### src/rtl/simplerisc_hazard_ctrl_if.sv
// Pipeline-side signals of the SimpleRisc interlock/flush controller.
// The master drives OF decode info and branch resolution; the slave returns control and statistics.
interface simplerisc_hazard_ctrl_if #(parameter int CNT_W = 16);
  logic             of_valid;
  logic             of_src1_en;
  logic [3:0]       of_src1;
  logic             of_src2_en;
  logic [3:0]       of_src2;
  logic             of_dst_en;
  logic [3:0]       of_dst;
  logic             of_is_load;
  logic             br_taken;
  logic             stall;
  logic             flush_of;
  logic             flush_ex;
  logic             sb_busy;
  logic [CNT_W-1:0] stall_cnt;
  logic [CNT_W-1:0] flush_cnt;

  modport master (
    output of_valid, of_src1_en, of_src1, of_src2_en, of_src2,
           of_dst_en, of_dst, of_is_load, br_taken,
    input  stall, flush_of, flush_ex, sb_busy, stall_cnt, flush_cnt
  );

  modport slave (
    input  of_valid, of_src1_en, of_src1, of_src2_en, of_src2,
           of_dst_en, of_dst, of_is_load, br_taken,
    output stall, flush_of, flush_ex, sb_busy, stall_cnt, flush_cnt
  );
endinterface

### src/rtl/simplerisc_hazard_ctrl.sv
// RAW interlock and taken-branch squash control for the 5-stage SimpleRisc pipeline.
// A 3-deep destination scoreboard tracks instructions in EX, MA and RW.
module simplerisc_hazard_ctrl #(
  parameter int FWD   = 0,
  parameter int CNT_W = 16
) (
  input logic                    clk,
  input logic                    rst,
  simplerisc_hazard_ctrl_if.slave hif
);
  typedef struct packed {
    logic       v;
    logic [3:0] dst;
    logic       ld;
  } sb_ent_t;

  sb_ent_t [2:0]    ent;
  logic [2:0]       hit1, hit2;
  logic             haz, issue;
  logic [CNT_W-1:0] stall_cnt_q, flush_cnt_q;

  for (genvar i = 0; i < 3; i++) begin : g_hit
    assign hit1[i] = hif.of_src1_en & ent[i].v & (ent[i].dst == hif.of_src1);
    assign hit2[i] = hif.of_src2_en & ent[i].v & (ent[i].dst == hif.of_src2);
  end

  // With forwarding only a load sitting in EX cannot supply its result in time.
  if (FWD != 0) begin : g_fwd
    assign haz = (hit1[0] | hit2[0]) & ent[0].ld;
  end else begin : g_nofwd
    assign haz = |{hit1, hit2};
  end

  assign hif.stall     = !rst & hif.of_valid & haz & !hif.br_taken;
  assign hif.flush_of  = !rst & hif.br_taken;
  assign hif.flush_ex  = !rst & hif.br_taken;
  assign hif.sb_busy   = ent[0].v | ent[1].v | ent[2].v;
  assign hif.stall_cnt = stall_cnt_q;
  assign hif.flush_cnt = flush_cnt_q;
  assign issue         = hif.of_valid & !hif.stall & !hif.br_taken;

  always_ff @(posedge clk) begin
    if (rst) begin
      ent         <= '0;
      stall_cnt_q <= '0;
      flush_cnt_q <= '0;
    end else begin
      ent[0] <= issue ? sb_ent_t'({hif.of_dst_en, hif.of_dst, hif.of_is_load}) : sb_ent_t'('0);
      // The wrong-path EX instruction dies; the branch itself moves on to RW.
      ent[1] <= hif.br_taken ? sb_ent_t'('0) : ent[0];
      ent[2] <= ent[1];
      if (hif.stall && stall_cnt_q != '1)
        stall_cnt_q <= stall_cnt_q + CNT_W'(1);
      if (hif.br_taken && flush_cnt_q != '1)
        flush_cnt_q <= flush_cnt_q + CNT_W'(1);
    end
  end
endmodule

### src/flat_wrapper.sv
// flat-port wrapper written by rule: the top's interface ports become plain ports
module simplerisc_hazard_ctrl_flat 
#(
  parameter int FWD   = 0,
  parameter int CNT_W = 16
)
  (clk, rst, hif_of_valid, hif_of_src1_en, hif_of_src1, hif_of_src2_en, hif_of_src2, hif_of_dst_en, hif_of_dst, hif_of_is_load, hif_br_taken, hif_stall, hif_flush_of, hif_flush_ex, hif_sb_busy, hif_stall_cnt, hif_flush_cnt);
  simplerisc_hazard_ctrl_if #(.CNT_W(CNT_W)) hif_i ();
  input logic clk;
  input logic rst;
  input wire logic [$bits(hif_i.of_valid)-1:0] hif_of_valid;
  input wire logic [$bits(hif_i.of_src1_en)-1:0] hif_of_src1_en;
  input wire logic [$bits(hif_i.of_src1)-1:0] hif_of_src1;
  input wire logic [$bits(hif_i.of_src2_en)-1:0] hif_of_src2_en;
  input wire logic [$bits(hif_i.of_src2)-1:0] hif_of_src2;
  input wire logic [$bits(hif_i.of_dst_en)-1:0] hif_of_dst_en;
  input wire logic [$bits(hif_i.of_dst)-1:0] hif_of_dst;
  input wire logic [$bits(hif_i.of_is_load)-1:0] hif_of_is_load;
  input wire logic [$bits(hif_i.br_taken)-1:0] hif_br_taken;
  output wire logic [$bits(hif_i.stall)-1:0] hif_stall;
  output wire logic [$bits(hif_i.flush_of)-1:0] hif_flush_of;
  output wire logic [$bits(hif_i.flush_ex)-1:0] hif_flush_ex;
  output wire logic [$bits(hif_i.sb_busy)-1:0] hif_sb_busy;
  output wire logic [$bits(hif_i.stall_cnt)-1:0] hif_stall_cnt;
  output wire logic [$bits(hif_i.flush_cnt)-1:0] hif_flush_cnt;
  assign hif_i.of_valid = hif_of_valid;
  assign hif_i.of_src1_en = hif_of_src1_en;
  assign hif_i.of_src1 = hif_of_src1;
  assign hif_i.of_src2_en = hif_of_src2_en;
  assign hif_i.of_src2 = hif_of_src2;
  assign hif_i.of_dst_en = hif_of_dst_en;
  assign hif_i.of_dst = hif_of_dst;
  assign hif_i.of_is_load = hif_of_is_load;
  assign hif_i.br_taken = hif_br_taken;
  assign hif_stall = hif_i.stall;
  assign hif_flush_of = hif_i.flush_of;
  assign hif_flush_ex = hif_i.flush_ex;
  assign hif_sb_busy = hif_i.sb_busy;
  assign hif_stall_cnt = hif_i.stall_cnt;
  assign hif_flush_cnt = hif_i.flush_cnt;
  simplerisc_hazard_ctrl #(.FWD(FWD), .CNT_W(CNT_W)) u_core (.clk(clk), .rst(rst), .hif(hif_i));
endmodule
### config.mk
export PLATFORM = sky130hd
export DESIGN_NAME = simplerisc_hazard_ctrl_flat
export DESIGN_NICKNAME = d
export VERILOG_FILES = /design/src/rtl/simplerisc_hazard_ctrl_if.sv /design/src/rtl/simplerisc_hazard_ctrl.sv /design/src/flat_wrapper.sv
export SDC_FILE = /design/constraint.sdc
export NUM_CORES = 1
export LEC_CHECK = 0
export ABC_AREA = 1
export CAP_MARGIN = 10
export CORE_MARGIN = 10
export CORE_UTILIZATION = 51
export DETAILED_ROUTE_END_ITERATION = 12
export PLACE_DENSITY = 0.8
export SYNTH_ARGS = -nofsm -noshare
export SYNTH_HDL_FRONTEND = slang
export SYNTH_SLANG_ARGS = --single-unit
### constraint.sdc
create_clock -name clk -period 1.8 [get_ports clk]
set_input_delay 0.36 -clock clk [delete_from_list [all_inputs] [get_ports clk]]
set_output_delay 0.36 -clock clk [all_outputs]
set_load 0.005 [all_outputs]
==> flow_metrics.py <==
metrics = {
    "outcome": {
        "status": "finished with violations",
        "failed_checks": "negative setup slack",
    },
    "layout": {
        "layout.cells.most_common": "nand2_1",
        "final_cells": 552,
        "fillers": 449,
        "layout_net_count": 503,
        "area_delta_synth_final_pct": 33.6,
        "most-common-layout-cells": "nand2_1, nor2_1, inv_1, clkdlybuf4s50_1, dfxtp_1",
        "multiInputGateArea_um2": 1520,
        "final_core_utilization_pct": 70.7,
        "seqCellArea_um2": 958,
        "num_antenna_cells": 0,
        "layout-drive-gt1-share_pct": 22.2,
    },
    "timing": {
        "setup-violations-final": 1,
        "period_needed_ns": 1.84,
        "hold_fails_final_rpt": 0,
        "grt_setup_unrepaired": "yes",
        "max_slew_violations": 0,
        "max_freq_mhz": 543,
        "layout_worst_path_cycle_share_pct": 102,
        "worst_slack_ns": -0.0432,
        "clock-skew-final_ns": 0.00601,
        "slew_headroom_pct": 81.5,
        "max_slew.worst_pin.slew_ns": 0.275,
    },
    "global_route": {
        "met3_usage_pct": 4.60,
        "antenna_found_initial": 0,
        "grt_busiest_layer": "met2",
        "grt.overflow.total": 0,
        "grt_util_met1_pct": 19.8,
        "first_global_vias": 2629,
        "globalRouteMet2Util_pct": 27.7,
        "maximum_number_of_pins_on_one_net_before_global_route_repair": 18,
        "global_route_wire_length_before_repair_um": 12100,
        "groute.usage.overall_pct": 16.6,
    },
    "clock_network": {
        "cts.sinks": 47,
        "cts-root-to-sink-buffers": 2,
        "clock_insertion_delay_worst_skew_ns": 0.30,
        "cts-buffers-inserted": 5,
        "tritoncts_clock_tree": "yes",
        "htree_num_levels": 2,
        "clkSlewWorstSetupHoldPaths_ns": 0.09,
        "clock-root-buffer": "clkbuf_8",
    },
    "job": {
        "timing.max_cap.violations": 0,
    },
    "floorplanning": {
        "initial_core_util_pct": 52.9,
        "dieHeight_um": 92.8,
        "core_area_um2": 5110,
        "io_pins": 56,
        "placement_rows": 26,
        "chipWidth_um": 92.8,
        "design.die.area_um2": 8610,
    },
    "power": {
        "total_leakage_power_nw": 1.47,
        "p_comb_share_pct": 9.8,
        "p_int_mw": 1.40,
        "seq_power_share_pct": 56.3,
        "p_sw_mw": 0.474,
        "max-vdd-ir-drop_uv": 411,
        "powerDensity_nw_per_um2": 519,
        "switching_share_pct": 25.3,
        "clkPwrFrac_pct": 33.9,
    },
    "place": {
        "routabilityCongestion": 1.03,
        "dpl.hpwl_um": 5500,
        "dp.cells": 537,
        "io_buffers": 54,
    },
    "setup_path": {
        "worst_setup_path_start_kind": "input pin",
        "crit_arrival_ns": 1.48,
        "critical_path.max_fanout": 4,
        "crit_path_end_kind": "output pin",
        "worstSetupPathType": "in2out",
        "cp.required_ns": 1.44,
    },
    "routing": {
        "ant_nets": 0,
        "wire_length_per_cell_after_detailed_routing_um": 13.1,
        "drt_wl_total_um": 7260,
        "route.vias.total": 2770,
        "viasPerCell": 5.02,
        "drt_first_iter_violations": 74,
        "number_of_iterations_in_the_first_detailed_routing_pass": 4,
        "post_route_drc": 0,
    },
    "synth": {
        "yosysWarnings": 0,
        "synth_area_um2": 2700,
        "cells_after_synthesis": 401,
        "share_of_the_yosys_chip_area_belonging_to_registers_pct": 34.8,
        "synth_fp_nets": 423,
        "synth_cell_types": 34,
        "synth.avg_cell_area_um2": 6.74,
        "ys_seq_elements": 47,
    },
    "worst_hold_path": {
        "hp-class": "reg2reg",
    },
}
-- synthesized netlist by cell type, drive strengths merged --
library cell / instances / share of area [%]
clkbuf: 3 / 0.42
nand3: 24 / 5.1
dfxtp: 47 / 35
inv: 57 / 7.9
o21ai: 18 / 3.3
buf: 6 / 1.7
a211oi: 1 / 0.28
a31o: 1 / 0.32
ha: 2 / 0.93
nand4: 17 / 4.7
xnor2: 5 / 1.6
nand2: 103 / 16
a21oi: 30 / 6.8
nor3: 12 / 2.8
nor2: 60 / 9.0
a31oi: 2 / 0.46
o21a: 1 / 0.28
xor2: 12 / 3.9
-- path summary, 6_finish.rpt --
kind	from	end	slack [ns]	cells past startpoint
worst max-delay path	hif_of_src2[2]	hif_stall	-0.04	12
worst min-delay path	u_core.hif.flush_cnt[14]	u_core.hif.flush_cnt[14]	0.48	2
worst max register to register	u_core.ent[9]	u_core.hif.stall_cnt[1]	0.12	14
worst min register to register	u_core.hif.flush_cnt[14]	u_core.hif.flush_cnt[14]	0.48	2
-- cell type report --
| class | count | share of cell area (%) |
|---|---|---|
| clock inverter | 3 | 0.554 |
| tap | 70 | 2.43 |
| clock buffer | 5 | 1.91 |
| timing repair buffer | 82 | 20.6 |
| multi-input combinational | 288 | 42.1 |
| inverter | 57 | 5.93 |
| sequential | 47 | 26.5 |
-- through the flow --
| stage | setup TNS (ns) | power (mW) | cell area [µm²] | setup slack [ns] | hold WS, ns |
|---|---|---|---|---|---|
| 5_1_grt | -0.206 | 1.95 | 3610 | -0.128 | 0.510 |
| 3_5_place_dp | -9.31 | 1.26 | 3430 | -0.656 | 0.478 |
| 6_report | -0.0432 | 1.88 | 3610 | -0.0432 | 0.481 |
| 3_3_place_gp | -8.55 | 1.26 | 3430 | -0.646 | 0.465 |
| 2_1_floorplan | 0 | 1.16 | 2700 | 0.200 | 0.435 |
| 4_1_cts | -0.168 | 1.89 | 3540 | -0.168 | 0.490 |
-- routing by layer --
metal,vias to the layer above,wire (µm)
li1,1444,-
met1,1227,3240
met2,87,3430
met3,12,440
met4,0,146
met5,-,0
-- worst max-delay path: stages --
cell,delay (ns)
dlygate4sd2_1,0.31
inv_1,0.10
nand2_1,0.07
nand2_1,0.06
nor2_1,0.12
nand2_1,0.09
nand2_2,0.08
nor2_4,0.05
nand2_4,0.05
nand2_2,0.05
inv_2,0.04
clkbuf_2,0.10
-- power groups by stage --
| stage | clock, mW | sequential, mW | combinational [mW] |
|---|---|---|---|
| global route | 0.690 | 1.06 | 0.202 |
| CTS | 0.650 | 1.06 | 0.177 |
| global placement | 0 | 1.08 | 0.180 |
| floorplan | 0 | 1.08 | 0.0825 |
| finish | 0.636 | 1.06 | 0.183 |
| detailed placement | 0 | 1.08 | 0.182 |
-- what timing repair did --
| item | 4_1_cts | 5_1_grt |
|---|---|---|
| hold buffers | 0 | 0 |
| buffers inserted | 2 | 5 |
| pin swaps | 1 | 6 |
| endpoints found under the setup margin | 19 | 20 |
| gates resized for setup | 33 | 26 |
-- flip-flops by register name, indices dropped and copies added, names as in the netlist --
register,count
u_core.hif.stall_cnt,16
u_core.hif.flush_cnt,16
u_core.ent,15
-- logic make-up after synthesis --
logic type | share of synthesized area (%)
xor gates and xnor gates | 5.51
AOI/OAI and AO/OA | 11.5
adders and majority gates | 0.926
and+or+nand+nor | 37.2
buffers and inverters | 10.0
DFF | 34.8
Note: power is estimated with default switching activity, not from simulation.
